$ cat src/rtl/sar_result_averager_if.sv
// sar_result_averager_if: valid/ready port carrying averaged SAR codes to the readout logic.
interface sar_result_averager_if;
  logic       out_valid;
  logic       out_ready;
  logic [7:0] out_data;
  modport master (output out_valid, out_data, input out_ready);
  modport slave  (input out_valid, out_data, output out_ready);
endinterface

$ cat src/rtl/sar_result_averager.sv
// sar_result_averager: re-arms an 8-bit SAR after every conversion, averages 2**AVG_LOG2 codes
// and queues each average in a small FIFO read through a valid/ready port.
module sar_result_averager #(
  parameter int AVG_LOG2       = 2,
  parameter int FIFO_DEPTH     = 4,
  parameter int RESTART_CYCLES = 2,
  localparam int LW = $clog2(FIFO_DEPTH + 1)
) (
  input  logic                  clk,
  input  logic                  rst_n,
  input  logic                  en,
  input  logic                  conv_done,
  input  logic [7:0]            conv_code,
  output logic                  sar_rst_n_o,
  sar_result_averager_if.master res,
  output logic [LW-1:0]         fifo_level,
  output logic                  ovf,
  input  logic                  ovf_clr
);
  localparam int AW = 8 + AVG_LOG2;
  localparam int CW = AVG_LOG2 > 0 ? AVG_LOG2 : 1;
  localparam int RW = RESTART_CYCLES > 1 ? $clog2(RESTART_CYCLES) : 1;
  localparam int PW = $clog2(FIFO_DEPTH);
  typedef enum logic {RESTART, WAIT} state_t;
  state_t        state;
  logic [RW-1:0] rcnt;
  logic          sar_q;
  logic          done_q;
  logic [AW-1:0] acc;
  logic [AW-1:0] sum;
  logic [CW-1:0] cnt;
  logic [7:0]    mem [FIFO_DEPTH];
  logic [PW-1:0] wp;
  logic [PW-1:0] rp;
  logic          capture;
  logic          last;
  logic          push;
  logic          pop;
  logic          full;
  logic          push_ok;
  logic [7:0]    avg;
  assign capture     = en & conv_done & ~done_q & (state == WAIT);
  assign last        = cnt == CW'((1 << AVG_LOG2) - 1);
  assign sum         = acc + AW'(conv_code);
  assign avg         = 8'(sum >> AVG_LOG2);
  assign push        = capture & last;
  assign full        = fifo_level == LW'(FIFO_DEPTH);
  assign pop         = res.out_valid & res.out_ready;
  assign push_ok     = push & (~full | pop);
  assign res.out_valid = fifo_level != '0;
  assign res.out_data  = mem[rp];
  assign sar_rst_n_o = sar_q & rst_n;
  // disabling or capturing both restart the re-arm pulse from its full length
  always_ff @(posedge clk or negedge rst_n)
    if (!rst_n) begin
      state <= RESTART;
      rcnt  <= RW'(RESTART_CYCLES - 1);
      sar_q <= 1'b0;
    end else if (!en || capture) begin
      state <= RESTART;
      rcnt  <= RW'(RESTART_CYCLES - 1);
      sar_q <= 1'b0;
    end else if (state == RESTART) begin
      if (rcnt == '0) begin
        state <= WAIT;
        sar_q <= 1'b1;
      end else
        rcnt <= rcnt - RW'(1);
    end
  always_ff @(posedge clk or negedge rst_n)
    if (!rst_n)
      done_q <= 1'b0;
    else
      done_q <= conv_done;
  always_ff @(posedge clk or negedge rst_n)
    if (!rst_n) begin
      acc <= '0;
      cnt <= '0;
    end else if (!en) begin
      acc <= '0;
      cnt <= '0;
    end else if (capture) begin
      acc <= last ? '0 : sum;
      cnt <= last ? '0 : cnt + CW'(1);
    end
  // a push into a full FIFO still lands when the head leaves in the same cycle
  always_ff @(posedge clk or negedge rst_n)
    if (!rst_n) begin
      for (int i = 0; i < FIFO_DEPTH; i++) mem[i] <= '0;
      wp         <= '0;
      rp         <= '0;
      fifo_level <= '0;
      ovf        <= 1'b0;
    end else begin
      if (push_ok) begin
        mem[wp] <= avg;
        wp      <= wp + PW'(1);
      end
      if (pop) rp <= rp + PW'(1);
      fifo_level <= fifo_level + LW'(push_ok) - LW'(pop);
      ovf        <= (push & full & ~pop) | (ovf & ~ovf_clr);
    end
endmodule
$ cat src/flat_wrapper.sv
// flat-port wrapper written by rule: the top's interface ports become plain ports
module sar_result_averager_flat 
#(
  parameter int AVG_LOG2       = 2,
  parameter int FIFO_DEPTH     = 4,
  parameter int RESTART_CYCLES = 2,
  localparam int LW = $clog2(FIFO_DEPTH + 1)
)
  (clk, rst_n, en, conv_done, conv_code, sar_rst_n_o, fifo_level, ovf, ovf_clr, res_out_valid, res_out_data, res_out_ready);
  sar_result_averager_if res_i ();
  input  logic clk;
  input  logic rst_n;
  input  logic en;
  input  logic conv_done;
  input  logic [7:0] conv_code;
  output logic sar_rst_n_o;
  output logic [LW-1:0] fifo_level;
  output logic ovf;
  input  logic ovf_clr;
  output wire logic [$bits(res_i.out_valid)-1:0] res_out_valid;
  output wire logic [$bits(res_i.out_data)-1:0] res_out_data;
  input wire logic [$bits(res_i.out_ready)-1:0] res_out_ready;
  assign res_out_valid = res_i.out_valid;
  assign res_out_data = res_i.out_data;
  assign res_i.out_ready = res_out_ready;
  sar_result_averager #(.AVG_LOG2(AVG_LOG2), .FIFO_DEPTH(FIFO_DEPTH), .RESTART_CYCLES(RESTART_CYCLES)) u_core (.clk(clk), .rst_n(rst_n), .en(en), .conv_done(conv_done), .conv_code(conv_code), .sar_rst_n_o(sar_rst_n_o), .res(res_i), .fifo_level(fifo_level), .ovf(ovf), .ovf_clr(ovf_clr));
endmodule
$ cat config.mk
export PLATFORM = sky130hd
export DESIGN_NAME = sar_result_averager_flat
export DESIGN_NICKNAME = d
export VERILOG_FILES = /design/src/rtl/sar_result_averager_if.sv /design/src/rtl/sar_result_averager.sv /design/src/flat_wrapper.sv
export SDC_FILE = /design/constraint.sdc
export NUM_CORES = 1
export LEC_CHECK = 0
export ABC_CLOCK_PERIOD_IN_PS = 3150
export CORE_ASPECT_RATIO = 0.9
export CORE_MARGIN = 2
export CORE_UTILIZATION = 57
export DETAILED_ROUTE_END_ITERATION = 10
export PLACE_DENSITY = 0.9
export RECOVER_POWER = 50
export SYNTH_ARGS = -nofsm -noshare
export SYNTH_HDL_FRONTEND = slang
export SYNTH_SLANG_ARGS = --single-unit
$ cat constraint.sdc
create_clock -name clk -period 3.15 [get_ports clk]
set_clock_uncertainty 0.2 [all_clocks]
set_input_delay 0.63 -clock clk [delete_from_list [all_inputs] [get_ports clk]]
set_output_delay 0.63 -clock clk [all_outputs]
set_load 0.02 [all_outputs]
### After elaboration in Yosys (flattened, before gate mapping)

Index checks and enable logic that the tools add are counted.
Widths: inputs -> output; s select.

* output and inout port bits: 14
* word-level logic and storage cells: 73
* input port bits: 14
* flip-flop bits (word level): 56

* $lt $le $gt $ge: 3
* equality and inequality tests: 5
* add/subtract/negate cells: 7
* mux-type cells: 21
* bitwise gates (word level): 18
* reductions and logical operators: 5

Operator list (count)
* $bwmux 32: 1
* $mux 10: 3
* $mux 8: 3
* $bmux 8 s2: 1
* $demux 8 s2: 1
* $add 10x8->10: 1
* $and 1x1->1: 10
* $mux 1: 9
* $add 2x1->2 const B: 3
* $ge 3x3->1 const B: 2
* $mux 2: 3
* $not 2->3: 2
* $ne 2x2->1 const B: 2
* $not 1->1: 4
* $add 3x1->3: 1
* $eq 3x3->1 const B: 1
* $lt 3x1->1 const B: 1
* $reduce_bool 3->1: 1
* $sub 3x1->3: 1
* $eq 2x2->1 const B: 1
* $ne 2x1->1 const B: 1
* $or 1x1->1: 2
* $reduce_and 2->1: 1
* $logic_and 1x1->1: 1
* 3 further kinds: 3

### Longest topological paths before layout

Gate-level depths: netlist (run 1).

* depth in word-level cells: 7
* gate-level depth with buffers: 9
* mapped depth without buffers: 9

### Worst setup path before layout (run 1)

Ideal clock, no wire load.

* path kind: reg2reg
* start point: register u_core.fifo_level[1]
* end point: register u_core.fifo_level[2]
* setup slack: 0.419 ns
* library setup time: 0.133 ns
* arrival time: 2.398 ns
* path buffers: 0
* stages on the path, launching flop included: 10
* required time: 2.817 ns
* period minus slack after synthesis: 2.731 ns
* path through: dfrtp_1 > or3_2 > and2_1 > ha_1 > inv_1 > ha_1 > inv_1 > fa_1 > xnor2_1 > xnor2_1

* cells in the longest elaborated chain, start to end: 6
* elaborated cells on any way between the ends: 8
* classes of those cells: add/sub: 2; eq/ne: 1; bitwise: 4; reduce/logical: 1

RTL lines
* start: declaration: line sar_result_averager.sv:16 `output logic [LW-1:0] fifo_level,`
* start signal: assignment: line sar_result_averager.sv:100 `fifo_level <= fifo_level + LW'(push_ok) - LW'(pop);`
* $reduce_bool 3->1 *: line sar_result_averager.sv:50 `assign res.out_valid = fifo_level != '0;`
* via res_out_valid: line flat_wrapper.sv:20 `output wire logic [$bits(res_i.out_valid)-1:0] res_out_valid;`
* $and 1x1->1 *: line sar_result_averager.sv:48 `assign pop = res.out_valid & res.out_ready;`
* via u_core.pop: line sar_result_averager.sv:38 `logic pop;`
* $or 1x1->1: line sar_result_averager.sv:49 `assign push_ok = push & (~full | pop);`
* $and 1x1->1: line sar_result_averager.sv:49
* $add 3x1->3: line sar_result_averager.sv:100
* $sub 3x1->3 *: line sar_result_averager.sv:100

Mark *: on every way through the listed nets, which the timed path passes. The rest lies on a longest branch.
A chain may end at the register's enable or synchronous reset.

### Worst setup path in the final report (run 1)

* start point: register u_core.rp[0]
* end point: output port res_out_data[6]

* cells in the longest elaborated chain, start to end: 4

RTL lines
* start: declaration: line sar_result_averager.sv:34 `logic [PW-1:0] rp;`
* start signal: assignment: line sar_result_averager.sv:99 `if (pop) rp <= rp + PW'(1);`
* $not 2->3 (not written as such): line sar_result_averager.sv:51 `assign res.out_data = mem[rp];`
* $bmux 8 s2: line sar_result_averager.sv:51
* $mux 8 (not written as such) (2 in series): line sar_result_averager.sv:51
* end: declaration: line flat_wrapper.sv:21 `output wire logic [$bits(res_i.out_data)-1:0] res_out_data;`

No other way between the ends. The select of a mux whose other input is x is not followed.

==> results of run 1 <==
==> layout make-up <==
class,count,share of cell area [%]
clock buffers,5,2.03
clock inverters,3,0.773
repair buffers,31,8.58
flip-flops and latches,56,41.3
inverters,11,1.22
multi-input cells,142,43.7
well taps,65,2.39
==> cell usage in the layout (no fill, tap or decap), drive strengths merged, types with 3 or more instances in the layout <==
cell type	synthesis	layout
inv	11	12
nor2	5	5
nand2	19	19
clkdlybuf4s50	0	24
clkbuf	4	7
xnor2	8	8
dfrtp	55	55
mux4	8	8
xor2	4	4
ha	15	15
buf	3	3
a21oi	7	7
mux2	28	28
and2	3	3
a22o	7	7
o21ai	10	10
==> through the flow <==
step	total power, mW	util (%)	area [um2]
4_1_cts	1.62	68.9	3410
2_1_floorplan	1.07	-	2990
3_5_place_dp	1.22	67.0	3320
3_3_place_gp	1.20	67.0	3320
6_report	1.60	68.6	3400
5_1_grt	1.69	68.6	3400
==> registers in the layout, summed over array words and instances (netlist names) <==
name               flops
u_core.ovf             1
u_core.mem            32
u_core.cnt             2
u_core.acc            10
u_core.sar_q           1
u_core.rcnt            1
u_core.wp              2
u_core.done_q          1
u_core.state           1
u_core.rp              2
u_core.fifo_level      3
==> logic make-up (layout without fill, tap and decap cells) <==
logic type,after synthesis,in the layout,share of synthesized area [%]
buffers and inverters,18,50,2.85
flip-flops,56,56,47.0
XOR/XNOR,12,12,3.52
AND/OR/NAND/NOR,41,41,9.98
AO/OA/AOI/OAI,34,34,8.26
adder cells (fa/ha/maj),17,17,7.63
multiplexers,38,38,20.8
==> worst paths after layout <==
kind	from	endpoint	cells past startpoint
worst max-delay path	u_core.rp[0]$_DFFE_PN0P_	res_out_data[6]	3
worst min-delay path	u_core.mem[0]$_DFFE_PN0P_	u_core.mem[0]$_DFFE_PN0P_	2
worst max register to register	u_core.fifo_level[1]$_DFF_PN0_	u_core.fifo_level[2]$_DFF_PN0_	9
worst min register to register	u_core.mem[0]$_DFFE_PN0P_	u_core.mem[0]$_DFFE_PN0P_	2
max in group asynchronous	rst_n	u_core.acc[1]$_DFFE_PN0N_	2
min in group asynchronous	rst_n	u_core.mem[7]$_DFFE_PN0P_	2
==> routing by layer <==
layer	part of all wire [%]	GRT usage, %	vias up
met5	0	0	-
met2	49	34.4	32
met4	0.72	3.95	0
met1	46	29.2	910
met3	3.5	3.71	4
li1	-	-	831
==> where the power goes <==
group | internal [mW] | leakage, nW | switching (mW) | total [mW]
Combinational | 0.185 | 0.826 | 0.182 | 0.367
Clock | 0.162 | 0.0423 | 0.245 | 0.407
Sequential | 0.763 | 0.752 | 0.0633 | 0.827
Total | 1.11 | 1.62 | 0.490 | 1.60
==> worst max-delay path, delay by kind of cell, from the launching register on <==
kind                   cells  cell delay [ns]
buffers and inverters      2             0.79
flip-flops                 1             0.40
multiplexers               1             0.54
==> flow_summary.rst, run 1 <==
.. list-table::
   :header-rows: 1

   * - Metric
     - Value
   * - Result of the run
     - completed
   * - Layout overhead on the synthesized area
     - 13.8%
   * - # Post-CTS Setup Buffers
     - 0
   * - Share of final-layout standard cells stronger than drive strength 1
     - 23.8%
   * - Ranking of synthesized cells by instance count
     - 55 x sky130_fd_sc_hd__dfrtp_1, 28 x sky130_fd_sc_hd__mux2_4, 15 x sky130_fd_sc_hd__ha_1, 15 x sky130_fd_sc_hd__nand2_1, 11 x sky130_fd_sc_hd__inv_1
   * - Clock tree from TritonCTS
     - built
   * - Largest fanout on the critical path
     - 8
   * - Worst hold path class
     - reg -> reg
   * - Core area
     - around 5000 um2
   * - Number of global-route vias before repair
     - 1892
   * - Cells after Synth
     - 216
   * - Dpl ws
     - 0.221 ns
   * - Quantity of gates resized following cts
     - 0
   * - Final Routed Wirelength
     - 5.27 mm
   * - Max-slew headroom at the worst pin
     - 12.7%
   * - Arrival time reported for the critical path endpoint
     - 2.04 ns
   * - Power density cells
     - around 470 nW/um2
   * - Number of rows in the core area
     - 24
   * - Final count of negative-setup-slack endpoints
     - 0
   * - Share of Yosys cell area claimed by the top area cell type
     - 46.1%
   * - Global routing usage summed across all routing layers
     - 20.7%
   * - Synthesized net count
     - 247
   * - Residual overflow from global routing
     - 0
   * - Antenna diodes
     - 0
   * - Max-slew violation total from the final report
     - 0
   * - Floorplan die height
     - 72.7 um
   * - FF-to-FF setup slack
     - 0.42 ns
   * - Post-route ant nets
     - 0
   * - Part of the cycle the worst path needs
     - 91.0%
   * - Post-layout nets
     - 278
   * - Min Hold Slack
     - around 0.29 ns
   * - Element type at the critical path end
     - primary output
   * - Number of top-level pins
     - 28
   * - Clock period minus final worst setup slack
     - 2.87 ns
   * - Cell taking the most area after synthesis
     - sky130_fd_sc_hd__dfrtp_1
   * - Fin Setup TNS
     - 0 ns
   * - Fillers
     - 356
   * - Final Hold Vio Count
     - 0
   * - Count of flip-flops with a built-in enable after synthesis
     - 0
   * - Routability-driven placement congestion ratio
     - 0.772
   * - Worst-Skew Late Latency
     - 0.32 ns
   * - Critical Path, Cell by Cell
     - buf_4 > mux4_2 > clkdlybuf4s50_1
   * - Peak per-stage delay on the critical path
     - 0.56 ns
   * - Clock sinks
     - 56
   * - Remaining routing DRC violations
     - 0
   * - Wire length of the first global-routing pass
     - around 9.1 mm
   * - Total area of multi-input combinational cells
     - roughly 1500 um2
   * - Number of vias in the routed layout
     - 1777
   * - Clock buffer count from CTS
     - 5
   * - Number of standard cells in the final layout excluding fillers
     - 313
   * - Number of buffers on the longest clock path
     - 2
   * - CTS root buf
     - sky130_fd_sc_hd__clkbuf_8
   * - Worst path setup slack after routing
     - 0.285 ns
   * - Area of the mapped netlist
     - 2990 um2
   * - DP HPWL
     - just under 4 mm
   * - FF+latch count, synth
     - 56
   * - Antenna violations before repair
     - 0
   * - Starting density of the core
     - 60.3%
   * - Overall die width
     - 80.3 um
   * - Mapped Avg Cell Area
     - 13.8 um2
   * - Critical-path cell with the highest stage delay
     - sky130_fd_sc_hd__clkdlybuf4s50_1
   * - Worst-path clk slew
     - 0.10 ns
   * - Startpoint-to-endpoint class of the critical path
     - reg -> out
   * - First-pass iteration count of the detailed router
     - 4
   * - Type of origin of the critical path
     - register
   * - Unique masters post-synth
     - 45
   * - Main flop type after synthesis
     - sky130_fd_sc_hd__dfrtp_1
   * - Most numerous cell in the Yosys netlist
     - sky130_fd_sc_hd__dfrtp_1
   * - Slew at the pin closest to its max-slew limit
     - 1.31 ns
   * - F_max
     - 0.349 GHz
   * - Cell types occupying the most area after synthesis
     - sky130_fd_sc_hd__dfrtp_1 46%, sky130_fd_sc_hd__mux2_4 14%, sky130_fd_sc_hd__ha_1 6.3%
   * - Avg WL per Cell
     - 16.8 um
   * - Portion of the post-synthesis area used by sequential elements
     - a little under half
   * - Leakage dissipation
     - 1.62 nW
   * - Count of buffers inserted at the top-level ports
     - 27
   * - Max cap viols
     - 0
   * - H-tree levels
     - 2
   * - Pin count of the biggest net entering global routing
     - 57
   * - Average via count per standard cell
     - 5.68
   * - Peak VDD IR
     - just over 0.3 mV
   * - Total die area
     - 5830 um2
   * - Required time at the endpoint of the critical path
     - 2.32 ns
   * - Number of DRC violations after detailed-routing iteration 0
     - 125
   * - Number of warning messages in the yosys log
     - 0
   * - Fraction of registers with async set or reset after synthesis
     - 100%
   * - Hold Buf Count CTS
     - 0
   * - Area taken by flip-flops and latches
     - 1400 um2
   * - Number of cells in the design after placement
     - 305
   * - RSZ-0062 raised after global routing
     - no
(Power assumes the default switching activity.)
==> run 2: changes to the inputs <==
- RECOVER_POWER: 50 -> not set
==> run 2 against run 1 <==
  * Cell area is 0.48% higher
  * Highest routed layer unchanged
  * Total power is 0.40% higher
  * Critical path type unchanged
  * Critical endpoint unchanged
  * Critical path depth stayed put
  * Largest power group unchanged
==> flow_summary.rst, run 2 (synthesized netlist as in run 1, its figures left out) <==
.. list-table::
   :header-rows: 1

   * - Metric
     - Value
   * - Result of the run
     - completed (unchanged)
   * - Largest fanout on the critical path
     - 8 (unchanged)
   * - Overall die width
     - 80.3 um (unchanged)
   * - Clock tree from TritonCTS
     - built (unchanged)
   * - Max-slew headroom at the worst pin
     - 53.1% (was 12.7%)
   * - Worst Path Buf+Inv
     - 2 (unchanged)
   * - Leakage dissipation
     - 1.64 nW (was 1.62 nW)
   * - Peak per-stage delay on the critical path
     - 0.56 ns (about the same)
   * - Type of origin of the critical path
     - register (unchanged)
   * - Number of buffers on the longest clock path
     - 2 (unchanged)
   * - Number of DRC violations after detailed-routing iteration 0
     - 111 (was 125)
   * - Most common cell after layout, fill and taps aside
     - sky130_fd_sc_hd__dfrtp_1 (unchanged)
   * - Floorplan die height
     - 72.7 um (unchanged)
   * - Core area
     - 4950 um2 (unchanged)
   * - # Post-CTS Setup Buffers
     - 0 (unchanged)
   * - Antenna diodes
     - 0 (unchanged)
   * - Hold Buf Count CTS
     - 0 (unchanged)
   * - CTS root buf
     - sky130_fd_sc_hd__clkbuf_8 (unchanged)
   * - Residual overflow from global routing
     - 0 (unchanged)
   * - H-tree levels
     - 2 (unchanged)
   * - Number of vias in the routed layout
     - 1757 (was 1777)
   * - Arrival time reported for the critical path endpoint
     - 2.03 ns (was 2.04 ns)
   * - Clock sinks
     - 56 (unchanged)
   * - Worst-Skew Late Latency
     - 0.32 ns (about the same)
   * - Starting density of the core
     - 60.3% (unchanged)
   * - Worst hold path class
     - in -> async (was reg -> reg)
   * - Element type at the critical path end
     - primary output (unchanged)
   * - Critical Path, Cell by Cell
     - buf_4 > mux4_2 > clkdlybuf4s50_1 (unchanged)
   * - Dpl ws
     - 0.221 ns (unchanged)
   * - Wire length of the first global-routing pass
     - 9.11 mm (unchanged)
   * - Count of buffers inserted at the top-level ports
     - 27 (unchanged)
   * - Required time at the endpoint of the critical path
     - 2.32 ns (about the same)
   * - Antenna violations before repair
     - 0 (unchanged)
   * - First-pass iteration count of the detailed router
     - 4 (unchanged)
   * - Pin count of the biggest net entering global routing
     - 57 (unchanged)
   * - Critical-path cell with the highest stage delay
     - sky130_fd_sc_hd__clkdlybuf4s50_1 (unchanged)
   * - Final Routed Wirelength
     - 5.29 mm (was 5.27 mm)
   * - Number of rows in the core area
     - 24 (unchanged)
   * - Startpoint-to-endpoint class of the critical path
     - reg -> out (unchanged)
   * - Max cap viols
     - 0 (unchanged)
   * - Max reg flops
     - 32 (unchanged)
   * - Routability-driven placement congestion ratio
     - 0.772 (unchanged)
   * - Post-layout nets
     - 278 (unchanged)
   * - Remaining routing DRC violations
     - 0 (unchanged)
   * - Number of global-route vias before repair
     - 1892 (unchanged)
   * - F_max
     - 0.349 GHz (about the same)
   * - Slew at the pin closest to its max-slew limit
     - 0.703 ns (was 1.31 ns)
   * - Fin Setup TNS
     - 0 ns (unchanged)
   * - Power density cells
     - 471 nW/um2 (about the same)
   * - DP HPWL
     - 3.84 mm (unchanged)
   * - Layout overhead on the synthesized area
     - 14.3% (was 13.8%)
   * - Final count of negative-setup-slack endpoints
     - 0 (unchanged)
   * - Share of final-layout standard cells stronger than drive strength 1
     - 24.6% (was 23.8%)
   * - Total die area
     - 5830 um2 (unchanged)
   * - Max-slew violation total from the final report
     - 0 (unchanged)
   * - Quantity of gates resized following cts
     - 0 (unchanged)
   * - Avg WL per Cell
     - 16.9 um (was 16.8 um)
   * - Final Hold Vio Count
     - 0 (unchanged)
   * - Average via count per standard cell
     - 5.61 (was 5.68)
   * - Register with the most flip-flops
     - u_core.mem (unchanged)
   * - Number of top-level pins
     - 28 (unchanged)
   * - Largest registers
     - u_core.mem x32, u_core.acc x10, u_core.fifo_level x3 (unchanged)
   * - Peak VDD IR
     - 0.311 mV (was 0.309 mV)
   * - Clock buffer count from CTS
     - 5 (unchanged)
   * - Clock period minus final worst setup slack
     - 2.86 ns (was 2.87 ns)
   * - Worst-path clk slew
     - 0.10 ns (about the same)
   * - Part of the cycle the worst path needs
     - 90.9% (was 91.0%)
   * - Post-route ant nets
     - 0 (unchanged)
   * - Leading cell types in the layout, fill and taps excluded
     - 55 x sky130_fd_sc_hd__dfrtp_1, 28 x sky130_fd_sc_hd__mux2_4, 26 x sky130_fd_sc_hd__clkdlybuf4s50_1 (was 55 x sky130_fd_sc_hd__dfrtp_1, 28 x sky130_fd_sc_hd__mux2_4, 24 x sky130_fd_sc_hd__clkdlybuf4s50_1)
   * - Worst path setup slack after routing
     - 0.285 ns (about the same)
   * - Fillers
     - 353 (was 356)
   * - RSZ-0062 raised after global routing
     - no (unchanged)
   * - Cell type group with the largest total delay on the critical path
     - buffers and inverters (unchanged)
   * - Global routing usage summed across all routing layers
     - 20.7% (unchanged)
==> run 2: where the power goes <==
| part | internal [mW] | total [mW] | switching [mW] |
|---|---|---|---|
| clock network | 0.162 | 0.410 | 0.248 |
| registers | 0.763 | 0.828 | 0.0646 |
| logic | 0.187 | 0.369 | 0.182 |
==> run 2: final cells by class <==
cell class / instances / area, um2 / area share (%)
Timing Repair Buffer: 31 / 295 / 8.65
Multi-Input combinational cell: 142 / 1500 / 43.9
Tap cell: 65 / 81.3 / 2.38
Inverter: 11 / 41.3 / 1.21
Clock inverter: 3 / 26.3 / 0.770
Clock buffer: 5 / 68.8 / 2.02
Sequential cell: 56 / 1400 / 41.1
==> run 2: layer usage <==
metal / track usage (%) / vias to the layer above / wire length (um)
met5: 0 / - / 0
met4: 3.95 / 0 / 38
met3: 3.71 / 4 / 186
met2: 34.4 / 35 / 2570
met1: 29.2 / 888 / 2490
li1: - / 830 / -
==> run 2: final timing paths <==
kind / depth (start not counted) / slack, ns / endpoint / start
min in group clk: 2 / 0.29 / u_core.mem[0]$_DFFE_PN0P_ / u_core.mem[0]$_DFFE_PN0P_
min reg2reg: 2 / 0.29 / u_core.mem[0]$_DFFE_PN0P_ / u_core.mem[0]$_DFFE_PN0P_
max in group asynchronous: 2 / 2.01 / u_core.acc[1]$_DFFE_PN0N_ / rst_n
max reg2reg: 9 / 0.45 / u_core.fifo_level[2]$_DFF_PN0_ / u_core.fifo_level[1]$_DFF_PN0_
max: 3 / 0.29 / res_out_data[6] / u_core.rp[0]$_DFFE_PN0P_
min: 2 / 0.28 / u_core.mem[7]$_DFFE_PN0P_ / rst_n
==> run 2: through the flow <==
stage / instances / hold slack [ns] / total power, mW / util [%] / instance area (um2)
after CTS: 313 / 0.292 / 1.62 / 68.9 / 3410
after detailed placement: 305 / 0.268 / 1.22 / 67.0 / 3320
after global placement: 305 / 0.257 / 1.20 / 67.0 / 3320
final: 313 / 0.279 / 1.61 / 68.9 / 3410
after floorplan: 216 / 0.134 / 1.07 / - / 2990
after global routing: 313 / 0.316 / 1.70 / 68.9 / 3410
==> run 3: changes to the inputs <==
--- a/config.mk
+++ b/config.mk
@@ -12,4 +12,5 @@
 export DETAILED_ROUTE_END_ITERATION = 10
 export PLACE_DENSITY = 0.9
+export SLEW_MARGIN = 20
 export SYNTH_ARGS = -nofsm -noshare
 export SYNTH_HDL_FRONTEND = slang
==> constraint.sdc (replaced) <==
create_clock -name clk -period 3.15 [get_ports clk]
set_clock_uncertainty 0.2 [all_clocks]
set_input_delay 0.7875 -clock clk [delete_from_list [all_inputs] [get_ports clk]]
set_output_delay 0.7875 -clock clk [all_outputs]
set_load 0.02 [all_outputs]
==> run 3 against run 2 <==
  * Combinational power increased by 2%
  * Largest power group unchanged
  * Sequential cell count unchanged
  * Maximum frequency is 6.2% lower
  * Clock-buffer cell count unchanged
  * Final cell count is 0.32% higher
  * Sequential share of layout area is 0.090 points lower
==> flow_summary.rst, run 3 (synthesized netlist as in run 1, its figures left out) <==
.. list-table::
   :header-rows: 1

   * - Metric
     - Value
   * - Result of the run
     - completed (unchanged)
   * - Largest registers
     - u_core.mem x32, u_core.acc x10, u_core.fifo_level x3 (unchanged)
   * - Power density cells
     - 475 nW/um2 (was 471 nW/um2)
   * - Avg WL per Cell
     - 17.6 um (was 16.9 um)
   * - Residual overflow from global routing
     - 0 (unchanged)
   * - Routability-driven placement congestion ratio
     - 0.790 (was 0.772)
   * - Number of DRC violations after detailed-routing iteration 0
     - 88 (was 111)
   * - Leakage dissipation
     - 1.64 nW (about the same)
   * - Peak VDD IR
     - 0.609 mV (was 0.311 mV)
   * - Final Routed Wirelength
     - 5.52 mm (was 5.29 mm)
   * - Average via count per standard cell
     - 5.68 (was 5.61)
   * - # Post-CTS Setup Buffers
     - 0 (unchanged)
   * - Number of rows in the core area
     - 24 (unchanged)
   * - Combinational share of power
     - 23.2% (was 23.0%)
   * - Max reg flops
     - 32 (unchanged)
   * - Max cap viols
     - 0 (unchanged)
   * - DP HPWL
     - 4.08 mm (was 3.84 mm)
   * - Number of vias in the routed layout
     - 1783 (was 1757)
   * - Wire length of the first global-routing pass
     - 9.55 mm (was 9.11 mm)
   * - Sequential group share of total power
     - 51.1% (was 51.5%)
   * - Number of buffers on the longest clock path
     - 2 (unchanged)
   * - CTS root buf
     - sky130_fd_sc_hd__clkbuf_8 (unchanged)
   * - Sw Ratio
     - 31.3% (was 30.7%)
   * - Worst-path clk slew
     - 0.10 ns (about the same)
   * - Quantity of gates resized following cts
     - 0 (unchanged)
   * - Slew at the pin closest to its max-slew limit
     - 0.722 ns (was 0.703 ns)
   * - Type of origin of the critical path
     - register (unchanged)
   * - First-pass iteration count of the detailed router
     - 4 (unchanged)
   * - Clock buffer count from CTS
     - 5 (unchanged)
   * - Layout overhead on the synthesized area
     - 14.6% (was 14.3%)
   * - Area taken by flip-flops and latches
     - 1400 um2 (unchanged)
   * - H-tree levels
     - 2 (unchanged)
   * - Clock period minus final worst setup slack
     - 3.05 ns (was 2.86 ns)
   * - Fillers
     - 346 (was 353)
   * - Startpoint-to-endpoint class of the critical path
     - reg -> out (unchanged)
   * - Hold Buf Count CTS
     - 0 (unchanged)
   * - Overall die width
     - 80.3 um (unchanged)
   * - Post-route ant nets
     - 0 (unchanged)
   * - Element type at the critical path end
     - primary output (unchanged)
   * - Fin Setup TNS
     - 0 ns (unchanged)
   * - Total area of multi-input combinational cells
     - 1500 um2 (unchanged)
   * - Switching power of the nets
     - 507 uW (was 494 uW)
   * - Register with the most flip-flops
     - u_core.mem (unchanged)
   * - Remaining routing DRC violations
     - 0 (unchanged)
   * - Share of final-layout standard cells stronger than drive strength 1
     - 24.9% (was 24.6%)
   * - Total die area
     - 5830 um2 (unchanged)
   * - Required time at the endpoint of the critical path
     - 2.16 ns (was 2.32 ns)
   * - Number of top-level pins
     - 28 (unchanged)
   * - Final count of negative-setup-slack endpoints
     - 0 (unchanged)
   * - Worst path setup slack after routing
     - 0.0974 ns (was 0.285 ns)
   * - Starting density of the core
     - 60.3% (unchanged)
   * - Worst hold path class
     - reg -> reg (was in -> async)
   * - Antenna violations before repair
     - 0 (unchanged)
   * - Leading cell types in the layout, fill and taps excluded
     - 55 x sky130_fd_sc_hd__dfrtp_1, 28 x sky130_fd_sc_hd__mux2_4, 26 x sky130_fd_sc_hd__clkdlybuf4s50_1 (unchanged)
   * - RSZ-0062 raised after global routing
     - no (unchanged)
   * - Pin count of the biggest net entering global routing
     - 57 (unchanged)
   * - Dpl ws
     - 0.0696 ns (was 0.221 ns)
   * - Cell area after layout
     - 3420 um2 (was 3410 um2)
   * - Max-slew violation total from the final report
     - 0 (unchanged)
   * - Min Hold Slack
     - 0.298 ns (was 0.279 ns)
   * - Post-layout nets
     - 279 (was 278)
   * - Most common cell after layout, fill and taps aside
     - sky130_fd_sc_hd__dfrtp_1 (unchanged)
   * - Internal portion of total power
     - 1.12 mW (was 1.11 mW)
   * - Placed inst area
     - 3330 um2 (was 3320 um2)
   * - Clock network fraction of design power
     - 25.6% (was 25.5%)
   * - Clock tree from TritonCTS
     - built (unchanged)
   * - Floorplan die height
     - 72.7 um (unchanged)
   * - Final Hold Vio Count
     - 0 (unchanged)
   * - Part of the cycle the worst path needs
     - 96.9% (was 90.9%)
   * - Clock sinks
     - 56 (unchanged)
   * - Global routing usage summed across all routing layers
     - 22.3% (was 20.7%)
   * - Core area
     - 4950 um2 (unchanged)
   * - Count of buffers inserted at the top-level ports
     - 27 (unchanged)
   * - Antenna diodes
     - 0 (unchanged)
   * - Largest fanout on the critical path
     - 8 (unchanged)
   * - Number of global-route vias before repair
     - 1903 (was 1892)
   * - Arrival time reported for the critical path endpoint
     - 2.07 ns (was 2.03 ns)
   * - F_max
     - 0.328 GHz (was 0.349 GHz)
   * - Worst-Skew Late Latency
     - 0.33 ns (was 0.32 ns)
   * - Pwr Total
     - 1.62 mW (was 1.61 mW)
   * - Max-slew headroom at the worst pin
     - 51.8% (was 53.1%)
[run 3: changes by cell type in the layout (fill, tap and decap cells not counted), sizes merged]
cell	previous run	this run
buf	5	6
[run 3: path summary, 6_finish.rpt]
path	start	to	slack (ns)	cells after the start
worst max-delay path	u_core.rp[0]$_DFFE_PN0P_	res_out_data[6]	0.1	3
worst min-delay path	u_core.mem[16]$_DFFE_PN0P_	u_core.mem[16]$_DFFE_PN0P_	0.30	2
worst max register to register	u_core.fifo_level[1]$_DFF_PN0_	u_core.fifo_level[2]$_DFF_PN0_	0.47	9
worst min register to register	u_core.mem[16]$_DFFE_PN0P_	u_core.mem[16]$_DFFE_PN0P_	0.30	2
max in group asynchronous	rst_n	u_core.mem[5]$_DFFE_PN0P_	1.88	2
min in group asynchronous	rst_n	u_core.mem[25]$_DFFE_PN0P_	0.41	2
[run 3: final cells by class]
| type | instances | area share, % |
|---|---|---|
| inverter | 11 | 1.21 |
| multi-input combinational | 142 | 43.8 |
| sequential | 56 | 41.0 |
| clock inverter | 3 | 0.768 |
| clock buffer | 5 | 2.01 |
| tap | 65 | 2.38 |
| timing repair buffer | 32 | 8.85 |
[run 3: worst max-delay path, cell delays in order, from the launching register on]
cell and delay, ns:
sky130_fd_sc_hd__dfrtp_1 0.41, sky130_fd_sc_hd__buf_4 0.23, sky130_fd_sc_hd__mux4_2 0.54, sky130_fd_sc_hd__clkdlybuf4s50_1 0.55
[run 3: through the flow]
step	util, %	instances
final	69.0	314
after global routing	69.0	314
after CTS	69.0	314
after detailed placement	67.1	306
after global placement	67.1	306
after floorplan	-	216
[run 3: layer usage]
metal	global-route usage (%)	vias up	routed length (um)
li1	-	831	-
met1	31.0	911	2520
met2	35.4	33	2710
met3	4.58	8	198
met4	8.29	0	87
met5	0	-	0
[run 3: power groups by stage]
stage          Clock (mW)  Combinational (mW)  Sequential (mW)
5_1_grt             0.456               0.416            0.838
2_1_floorplan           0               0.244            0.830
4_1_cts             0.427               0.385            0.831
3_3_place_gp            0               0.367            0.840
3_5_place_dp            0               0.382            0.844
6_report            0.416               0.377            0.830
